$ cat config.mk
export PLATFORM = sky130hd
export DESIGN_NAME = instr_fetch_decode_flat
export DESIGN_NICKNAME = d
export VERILOG_FILES = /design/src/rtl/instr_fetch_decode_if.sv /design/src/rtl/instr_fetch_decode.sv /design/src/flat_wrapper.sv
export SDC_FILE = /design/constraint.sdc
export NUM_CORES = 1
export LEC_CHECK = 0
export BUFFER_PORTS_ARGS = -buffer_cell sky130_fd_sc_hd__buf_2
export CAP_MARGIN = 10
export CORE_MARGIN = 1.5
export CORE_UTILIZATION = 35
export CTS_CLUSTER_DIAMETER = 200
export DETAILED_ROUTE_END_ITERATION = 12
export PLACE_DENSITY = 0.55
export SYNTH_ARGS = -nofsm -noshare
export SYNTH_HDL_FRONTEND = slang
export SYNTH_SLANG_ARGS = --single-unit
$ cat constraint.sdc
create_clock -name clk -period 2.1 [get_ports clk]
set_clock_uncertainty 0.05 [all_clocks]
set_input_delay 0.525 -clock clk [delete_from_list [all_inputs] [get_ports clk]]
set_output_delay 0.525 -clock clk [all_outputs]
set_load 0.01 [all_outputs]
$ cat src/rtl/instr_fetch_decode_if.sv
// Program-memory read bus, decoded-instruction issue channel and execute redirect
// for the CPU front end. master = fetch/decode side, slave = memory/control/execute side.
interface instr_fetch_decode_if #(
  parameter int ADDR_W = 8
);
  logic              mem_req;
  logic [ADDR_W-1:0] mem_addr;
  logic [7:0]        mem_rdata;
  logic              mem_ack;

  logic [2:0]        opcode;
  logic              imm_flag;
  logic [1:0]        rd;
  logic [1:0]        rs;
  logic [7:0]        imm;
  logic              issue_valid;
  logic              issue_ready;

  logic              redirect_valid;
  logic [ADDR_W-1:0] redirect_addr;

  modport master (
    output mem_req, mem_addr, opcode, imm_flag, rd, rs, imm, issue_valid,
    input  mem_rdata, mem_ack, issue_ready, redirect_valid, redirect_addr
  );

  modport slave (
    input  mem_req, mem_addr, opcode, imm_flag, rd, rs, imm, issue_valid,
    output mem_rdata, mem_ack, issue_ready, redirect_valid, redirect_addr
  );
endinterface

$ cat src/rtl/instr_fetch_decode.sv
// Front-end sequencer of the 8-bit CPU: fetches 1/2-byte instructions, splits them
// into fields and holds each one under a valid/ready issue handshake to control_unit.
module instr_fetch_decode #(
  parameter int                ADDR_W   = 8,
  parameter logic [ADDR_W-1:0] PC_RESET = '0,
  parameter int                CNT_W    = 16
) (
  input  logic                 clk,
  input  logic                 rst_n,
  input  logic                 start,
  instr_fetch_decode_if.master bus,
  output logic                 halted,
  output logic [ADDR_W-1:0]    pc,
  output logic [CNT_W-1:0]     instr_count
);

  localparam logic [7:0] HALT_BYTE = 8'hFF;

  typedef enum logic [2:0] {
    IDLE   = 3'd0,
    FETCH0 = 3'd1,
    FETCH1 = 3'd2,
    ISSUE  = 3'd3,
    HALT   = 3'd4
  } state_t;

  state_t     state;
  logic [7:0] ir;
  logic [7:0] imm_q;
  logic       mem_req_q;
  logic       issue_valid_q;

  // Request/valid flags are registered alongside each transition so no input reaches an output.
  always_ff @(posedge clk or negedge rst_n) begin
    if (!rst_n) begin
      state         <= IDLE;
      pc            <= PC_RESET;
      ir            <= '0;
      imm_q         <= '0;
      instr_count   <= '0;
      mem_req_q     <= 1'b0;
      issue_valid_q <= 1'b0;
      halted        <= 1'b0;
    end else begin
      case (state)
        IDLE: begin
          if (start) begin
            state     <= FETCH0;
            mem_req_q <= 1'b1;
          end
        end

        FETCH0: begin
          // A redirect outranks a coincident ack; the fetch restarts at the new address.
          if (bus.redirect_valid) begin
            pc <= bus.redirect_addr;
          end else if (bus.mem_ack) begin
            ir <= bus.mem_rdata;
            pc <= pc + ADDR_W'(1);
            if (bus.mem_rdata == HALT_BYTE) begin
              state     <= HALT;
              mem_req_q <= 1'b0;
              halted    <= 1'b1;
            end else if (bus.mem_rdata[4]) begin
              state <= FETCH1;
            end else begin
              imm_q         <= '0;
              state         <= ISSUE;
              mem_req_q     <= 1'b0;
              issue_valid_q <= 1'b1;
            end
          end
        end

        FETCH1: begin
          if (bus.redirect_valid) begin
            pc    <= bus.redirect_addr;
            state <= FETCH0;
          end else if (bus.mem_ack) begin
            imm_q         <= bus.mem_rdata;
            pc            <= pc + ADDR_W'(1);
            state         <= ISSUE;
            mem_req_q     <= 1'b0;
            issue_valid_q <= 1'b1;
          end
        end

        ISSUE: begin
          if (bus.issue_ready) begin
            instr_count <= instr_count + CNT_W'(1);
          end
          if (bus.redirect_valid || bus.issue_ready) begin
            if (bus.redirect_valid) begin
              pc <= bus.redirect_addr;
            end
            state         <= FETCH0;
            mem_req_q     <= 1'b1;
            issue_valid_q <= 1'b0;
          end
        end

        HALT: begin
          state <= HALT;
        end

        default: begin
          state         <= IDLE;
          mem_req_q     <= 1'b0;
          issue_valid_q <= 1'b0;
        end
      endcase
    end
  end

  assign bus.mem_req     = mem_req_q;
  assign bus.mem_addr    = pc;
  assign bus.issue_valid = issue_valid_q;
  assign bus.opcode      = ir[7:5];
  assign bus.imm_flag    = ir[4];
  assign bus.rd          = ir[3:2];
  assign bus.rs          = ir[1:0];
  assign bus.imm         = imm_q;

endmodule

$ cat src/flat_wrapper.sv
// flat-port wrapper written by rule: the top's interface ports become plain ports
module instr_fetch_decode_flat 
#(
  parameter int                ADDR_W   = 8,
  parameter logic [ADDR_W-1:0] PC_RESET = '0,
  parameter int                CNT_W    = 16
)
  (clk, rst_n, start, halted, pc, instr_count, bus_mem_req, bus_mem_addr, bus_opcode, bus_imm_flag, bus_rd, bus_rs, bus_imm, bus_issue_valid, bus_mem_rdata, bus_mem_ack, bus_issue_ready, bus_redirect_valid, bus_redirect_addr);
  instr_fetch_decode_if #(.ADDR_W(ADDR_W)) bus_i ();
  input  logic clk;
  input  logic rst_n;
  input  logic start;
  output logic halted;
  output logic [ADDR_W-1:0] pc;
  output logic [CNT_W-1:0] instr_count;
  output wire logic [$bits(bus_i.mem_req)-1:0] bus_mem_req;
  output wire logic [$bits(bus_i.mem_addr)-1:0] bus_mem_addr;
  output wire logic [$bits(bus_i.opcode)-1:0] bus_opcode;
  output wire logic [$bits(bus_i.imm_flag)-1:0] bus_imm_flag;
  output wire logic [$bits(bus_i.rd)-1:0] bus_rd;
  output wire logic [$bits(bus_i.rs)-1:0] bus_rs;
  output wire logic [$bits(bus_i.imm)-1:0] bus_imm;
  output wire logic [$bits(bus_i.issue_valid)-1:0] bus_issue_valid;
  input wire logic [$bits(bus_i.mem_rdata)-1:0] bus_mem_rdata;
  input wire logic [$bits(bus_i.mem_ack)-1:0] bus_mem_ack;
  input wire logic [$bits(bus_i.issue_ready)-1:0] bus_issue_ready;
  input wire logic [$bits(bus_i.redirect_valid)-1:0] bus_redirect_valid;
  input wire logic [$bits(bus_i.redirect_addr)-1:0] bus_redirect_addr;
  assign bus_mem_req = bus_i.mem_req;
  assign bus_mem_addr = bus_i.mem_addr;
  assign bus_opcode = bus_i.opcode;
  assign bus_imm_flag = bus_i.imm_flag;
  assign bus_rd = bus_i.rd;
  assign bus_rs = bus_i.rs;
  assign bus_imm = bus_i.imm;
  assign bus_issue_valid = bus_i.issue_valid;
  assign bus_i.mem_rdata = bus_mem_rdata;
  assign bus_i.mem_ack = bus_mem_ack;
  assign bus_i.issue_ready = bus_issue_ready;
  assign bus_i.redirect_valid = bus_redirect_valid;
  assign bus_i.redirect_addr = bus_redirect_addr;
  instr_fetch_decode #(.ADDR_W(ADDR_W), .PC_RESET(PC_RESET), .CNT_W(CNT_W)) u_core (.clk(clk), .rst_n(rst_n), .start(start), .bus(bus_i), .halted(halted), .pc(pc), .instr_count(instr_count));
endmodule
==> flow_metrics.tcl, run 1 <==
set metrics [dict create \
    ant_nets 0 \
    n_fill_cell 657 \
    seq_area_um2 1150 \
    synth-async-reset-ratio 1.00 \
    n_antenna_cell 0 \
    antenna_found_initial 0 \
    worstMarginPinSlew_ns 0.400 \
    synth_ff_type "dfrtp_1" \
    rsz0062_at_grt "false" \
    core_area_um2 6390 \
    worstPathCellList "and4b_1, and4_1, and3_4, xor2_2" \
    max_stage_delay_ns 0.59 \
    pre_cts_ws_ns 0.297 \
    fin_nets 316 \
    r2r_start "u_core.state[0]" \
    final_util 0.442 \
    synth.cell_area_um2 2320 \
    fin_tns_setup_ns 0 \
    finalWorstSetupSlack_ns 0.381 \
    ctsResizeCount 0 \
    wl_per_cell_um 13.6 \
    grt_pass1_wl_um 8370 \
    drc_errors 0 \
    dieArea_um2 7130 \
    status "completed" \
    peakVddDrop_mv 0.481 \
    final_cell_mix "72 x buf_2, 46 x dfrtp_1, 32 x nand2_1, 12 x xnor2_1, 11 x o21ai_0" \
    synth.ff_latch_count 46 \
    gp_congestion 0.836 \
    num_rows 29 \
    reg2reg_depth 4 \
    crit_required_ns 2.28 \
    vias 1826 \
    finalHoldViolCount 0 \
    met2_usage 0.232 \
    port_buffers 72 \
    synth_fp_nets 246 \
    use_met1 0.195 \
    crit_path_start_kind "flop" \
    h-tree-depth 2 \
    area_delta_synth_final_pct 21.7 \
    fmax_mhz 582 \
    synth_edf_count 0 \
    yosys_warnings 0 \
    routed_wl_um 5020 \
    synth.avg_cell_area_um2 10.4 \
    busiest_layer "met2" \
    clkSinkCount 46 \
    critPathSlowestCell "dfrtp_1" \
    yosysSeqAreaShare 0.496 \
    vias_per_cell 4.94 \
    powerDensity_nw_per_um2 997 \
    worst-path-max-fanout 14 \
    drtIter0Drc 77 \
    grt_pass1_vias 1777 \
    crit_start "u_core.state[0]" \
    leakagePower_uw 0.00136 \
    synth_cells 222 \
    cp-end-kind "flop" \
    cts_tree "yes" \
    grt.overflow.total 0 \
    setup_viol 0 \
    synthDistinctLibCells 42 \
    ios 73 \
    clockRootBuffer "clkbuf_8" \
    drive_gt1_frac 0.352 \
    hpwlAfterDp_um 3630 \
    drv_cap 0 \
    drv_slew 0 \
    post-route-period-util 0.818 \
    cts_setup_buffers 0 \
    grtUsageMet3 0.0295 \
    clock_latency_ns 0.30 \
    layout_min_cycle_time_ns 1.72 \
    grt_use_total 0.145 \
    arrival_ns 1.90 \
    slew_headroom 0.733 \
    hp-class "input port to asynchronous set/reset pin" \
    firstDrtPassIters 4 \
    crit_type "flop to flop" \
    path_clk_slew_ns 0.08 \
    final_common_cell "buf_2" \
    r2r-end "u_core.instr_count[7]" \
    start_util 0.363 \
    ctsHoldBuffers 0 \
    multi_input_area_um2 1020 \
    die_width_um 84.4 \
    timing.critical_path.to "u_core.instr_count[7]" \
    cts_made_buffers 5 \
    grt_start_max_net_pins 47 \
    cts_buffer_depth 2 \
    fp.dieH_um 84.4 \
    r2r_slack_ns 0.38 \
]
where the power goes:
group | switching (µW) | internal, µW
registers | 221 | 1080
logic | 481 | 473
clock network | 292 | 265
Yosys cell counts, types with 2 or more instances:
cell type | instances | area, µm²
a211o_1 | 3 | 26.3
buf_4 | 12 | 90.1
nand2b_1 | 2 | 12.5
buf_2 | 4 | 20.0
a221oi_1 | 2 | 17.5
and3_1 | 3 | 18.8
xnor2_1 | 12 | 105
nor2b_1 | 5 | 31.3
a2bb2oi_1 | 4 | 35.0
nor2_1 | 6 | 22.5
mux2i_1 | 6 | 60.1
o22ai_1 | 3 | 18.8
ha_1 | 2 | 25.0
inv_1 | 7 | 26.3
nand3_1 | 8 | 40.0
nand2_1 | 32 | 120
o22a_1 | 2 | 17.5
mux2_2 | 9 | 101
and4_1 | 4 | 35.0
dfrtp_1 | 46 | 1150
a21oi_1 | 9 | 45.0
xor2_1 | 2 | 17.5
nand4_1 | 8 | 50.1
nor3b_1 | 3 | 22.5
o21ai_0 | 11 | 55.1
sequential cells by signal, summed over array words and instances, names as in the netlist:
name and count:
u_core.instr_count 16, u_core.halted 1, u_core.bus.issue_valid 1, u_core.bus.mem_req 1
u_core.ir 8, u_core.bus.imm 8, u_core.state 3, u_core.bus.mem_addr 8
layer usage:
| metal | wire length (µm) | part of all wire | vias to the layer above |
|---|---|---|---|
| met5 | 0 | 0 | - |
| met2 | 2420 | 0.48 | 41 |
| met4 | 61 | 0.012 | 0 |
| met1 | 2350 | 0.47 | 867 |
| met3 | 184 | 0.037 | 4 |
| li1 | - | - | 914 |
critical path, delay by kind of cell, from the launching register on:
kind	cells	cell delay (ns)
XOR/XNOR	1	0.12
flip-flops	1	0.59
AND/OR/NAND/NOR	3	0.89
worst min path at each step:
| stage | start | end | slack (ns) |
|---|---|---|---|
| after floorplan | rst_n | u_core.bus.imm[0] | 0.18 |
| final | rst_n | u_core.ir[6] | 0.13 |
| after detailed placement | u_core.instr_count[15] | u_core.instr_count[15] | 0.41 |
| after CTS | rst_n | u_core.bus.imm[3] | 0.15 |
| after global placement | u_core.instr_count[15] | u_core.instr_count[15] | 0.40 |
| after global routing | rst_n | u_core.ir[6] | 0.16 |
cells by family after synthesis:
group / after synthesis / share of synthesized area
buffers and inverters: 24 / 0.0636
DFF: 46 / 0.496
muxes: 15 / 0.0696
xor gates and xnor gates: 15 / 0.0599
AOI/OAI and AO/OA: 44 / 0.128
adders and majority gates: 2 / 0.0108
and+or+nand+nor: 76 / 0.172
metrics by stage:
step                std cells  power [µW]  instance area (µm²)  hold slack (ns)
CTS                       370        2870                 2820            0.147
detailed placement        362        2290                 2730            0.412
floorplan                 222        1950                 2320            0.179
finish                    370        2820                 2820            0.132
global route              370        3020                 2820            0.161
global placement          362        2270                 2730            0.405
area by class of cell:
class,count,share of cell area
clock inverters,2,0.00443
repair buffers,80,0.153
multi-input cells,152,0.362
flip-flops and latches,46,0.408
inverters,7,0.00931
well taps,77,0.0341
clock buffers,6,0.0293
No activity file was read; power rests on OpenSTA's default activity.
==> run 2: changes to the inputs <==
PLACE_DENSITY = 0.58   (was 0.55)
clock period = 1.39 ns   (was 2.1 ns; I/O delays follow)
==> run 2 against run 1 <==
Net effect:
- the run now ends with negative setup slack left
- critical path depth is 1 higher
- register-to-register slack worse by 0.49 ns
- count of clock-buffer cells in the layout down 1
- highest routed layer unchanged
- largest cell class is now multi-input combinational cells
- largest power group is now combinational cells
- combinational power grew 110%
- cell area is 21% higher
- sequential power up 48%
- hold slack improved by 0.11 ns
==> flow_metrics.tcl, run 2 (synthesis gave the netlist of run 1 again) <==
set metrics [dict create \
    largest_register_ffs 16 \
    stdcell_area_um2 3420 \
    firstDrtPassIters 4 \
    wl_per_cell_um 13.6 \
    cp-end-kind "flop" \
    critPathSlowestCell "dfrtp_2" \
    cp_common_cell "buf_4" \
    post-route-period-util 1.08 \
    core_area_um2 6390 \
    h-tree-depth 2 \
    multi_input_area_um2 1200 \
    worst-path-max-fanout 9 \
    largest-register "u_core.instr_count" \
    grt_start_max_net_pins 47 \
    crit_family "flip-flops" \
    routed_wl_um 5590 \
    die_width_um 84.4 \
    drv_cap 0 \
    fin_tns_setup_ns -2.24 \
    port_buffers 72 \
    r2r-end "u_core.ir[4]" \
    power_uw 4810 \
    place_area_um2 2990 \
    dpl.cell_count 389 \
    drtIter0Drc 41 \
    hpwlAfterDp_um 3900 \
    finalHoldViolCount 0 \
    arrival_ns 1.64 \
    crit_start "u_core.state[2]" \
    r2r_slack_ns -0.11 \
    n_antenna_cell 0 \
    grt_pass1_vias 1986 \
    failed_checks "negative setup slack" \
    fin_nets 358 \
    setup_viol 37 \
    worstPathCellList "buf_4, nor3b_4, buf_4, nand2_8, mux2_2" \
    final_util 0.536 \
    final_cell_mix "67 x buf_2, 44 x dfrtp_1, 35 x buf_4, 27 x nand2_1, 15 x buf_6" \
    ios 73 \
    fmax_mhz 669 \
    grt_use_total 0.151 \
    clockRootBuffer "clkbuf_8" \
    slew_headroom 0.797 \
    start_util 0.363 \
    max_stage_delay_ns 0.44 \
    critPathBufInv 2 \
    crit_path_start_kind "flop" \
    antenna_found_initial 0 \
    num_rows 29 \
    critical_path_depth 5 \
    layout_min_cycle_time_ns 1.50 \
    clkSinkCount 46 \
    timing.critical_path.to "u_core.ir[4]" \
    hp-class "input port to flop" \
    powerDensity_nw_per_um2 1400 \
    seq_area_um2 1150 \
    path_clk_slew_ns 0.10 \
    cts_made_buffers 5 \
    cts_buffer_depth 2 \
    final_common_cell "buf_2" \
    cts_tree "yes" \
    leakagePower_uw 0.00165 \
    fp.dieH_um 84.4 \
    grt.overflow.total 0 \
    gp_congestion 0.797 \
    area_delta_synth_final_pct 47.6 \
    drive_gt1_frac 0.516 \
    r2r_start "u_core.state[2]" \
    status "finished with violations" \
    reg2reg_depth 5 \
    drc_errors 0 \
    stdcell_count 412 \
    crit_required_ns 1.53 \
    finalWorstSetupSlack_ns -0.105 \
    drv_slew 0 \
    crit_type "flop to flop" \
    ant_nets 0 \
    vias 2055 \
    rsz0062_at_grt "true" \
    grt_pass1_wl_um 8860 \
    dieArea_um2 7130 \
    clock_latency_ns 0.30 \
    vias_per_cell 4.99 \
    n_fill_cell 589 \
    worstMarginPinSlew_ns 0.303 \
    peakVddDrop_mv 0.805 \
]
[run 2: changes by cell type in the layout (fill, tap and decap cells not counted), moves of 4 or more]
cell     before  now
nand2_2       0    4
o21ai_0      11    7
buf_4         7   35
nand2_1      32   27
buf_6         0   15
buf_2        72   67
[run 2: area by class of cell]
cell class,instances,share of cell area
multi-input combinational,152,0.349
sequential,46,0.337
timing repair buffer,122,0.250
tap,77,0.0281
clock buffer,5,0.0201
clock inverter,3,0.00767
inverter,7,0.00767
[run 2: report_power, final]
| part | leakage (µW) | internal (µW) | switching, µW | total [µW] |
|---|---|---|---|---|
| Sequential | 0.000586 | 1640 | 282 | 1920 |
| Clock | 0.0000495 | 374 | 494 | 868 |
| Combinational | 0.00102 | 1080 | 933 | 2020 |
| Total | 0.00165 | 3100 | 1710 | 4810 |
[run 2: per-layer routing]
| metal | wire, µm | track usage | up-vias |
|---|---|---|---|
| li1 | - | - | 1005 |
| met1 | 2490 | 0.199 | 990 |
| met2 | 2750 | 0.247 | 53 |
| met3 | 284 | 0.0383 | 7 |
| met4 | 71 | 0.0484 | 0 |
| met5 | 0 | 0 | - |
[run 2: timing repair]
| item | CTS | global route |
|---|---|---|
| pin swaps | 4 | 13 |
| setup buffers | 7 | 8 |
| setup endpoints to repair | 46 | 50 |
| endpoints found under the hold margin | 46 | 0 |
| gates resized for setup | 28 | 29 |
| hold buffers | 1 | 0 |
[run 2: metrics by stage]
stage | setup WS [ns] | hold slack (ns)
after floorplan | -0.175 | 0.00191
after global placement | -0.151 | 0.303
after detailed placement | -0.195 | 0.299
after CTS | -0.0959 | 0.234
after global routing | -0.187 | 0.243
final | -0.105 | 0.242
[run 2: worst min-delay path by stage]
stage                     startpoint                endpoint  slack [ns]  cells after the start
floorplan                      rst_n       u_core.bus.imm[0]       0.002                      0
global placement               rst_n  u_core.bus.mem_addr[3]        0.30                      2
detailed placement             rst_n  u_core.bus.mem_addr[1]        0.30                      2
CTS                 bus_mem_rdata[1]       u_core.bus.imm[1]        0.23                      3
global route        bus_mem_rdata[1]            u_core.ir[1]        0.24                      2
finish              bus_mem_rdata[2]       u_core.bus.imm[2]        0.24                      3
[run 2: worst reg2reg max path: stages (launching register included)]
cell and delay, ns:
dfrtp_2 0.44, buf_4 0.15, nor3b_4 0.22, buf_4 0.18
nand2_8 0.07, mux2_2 0.28
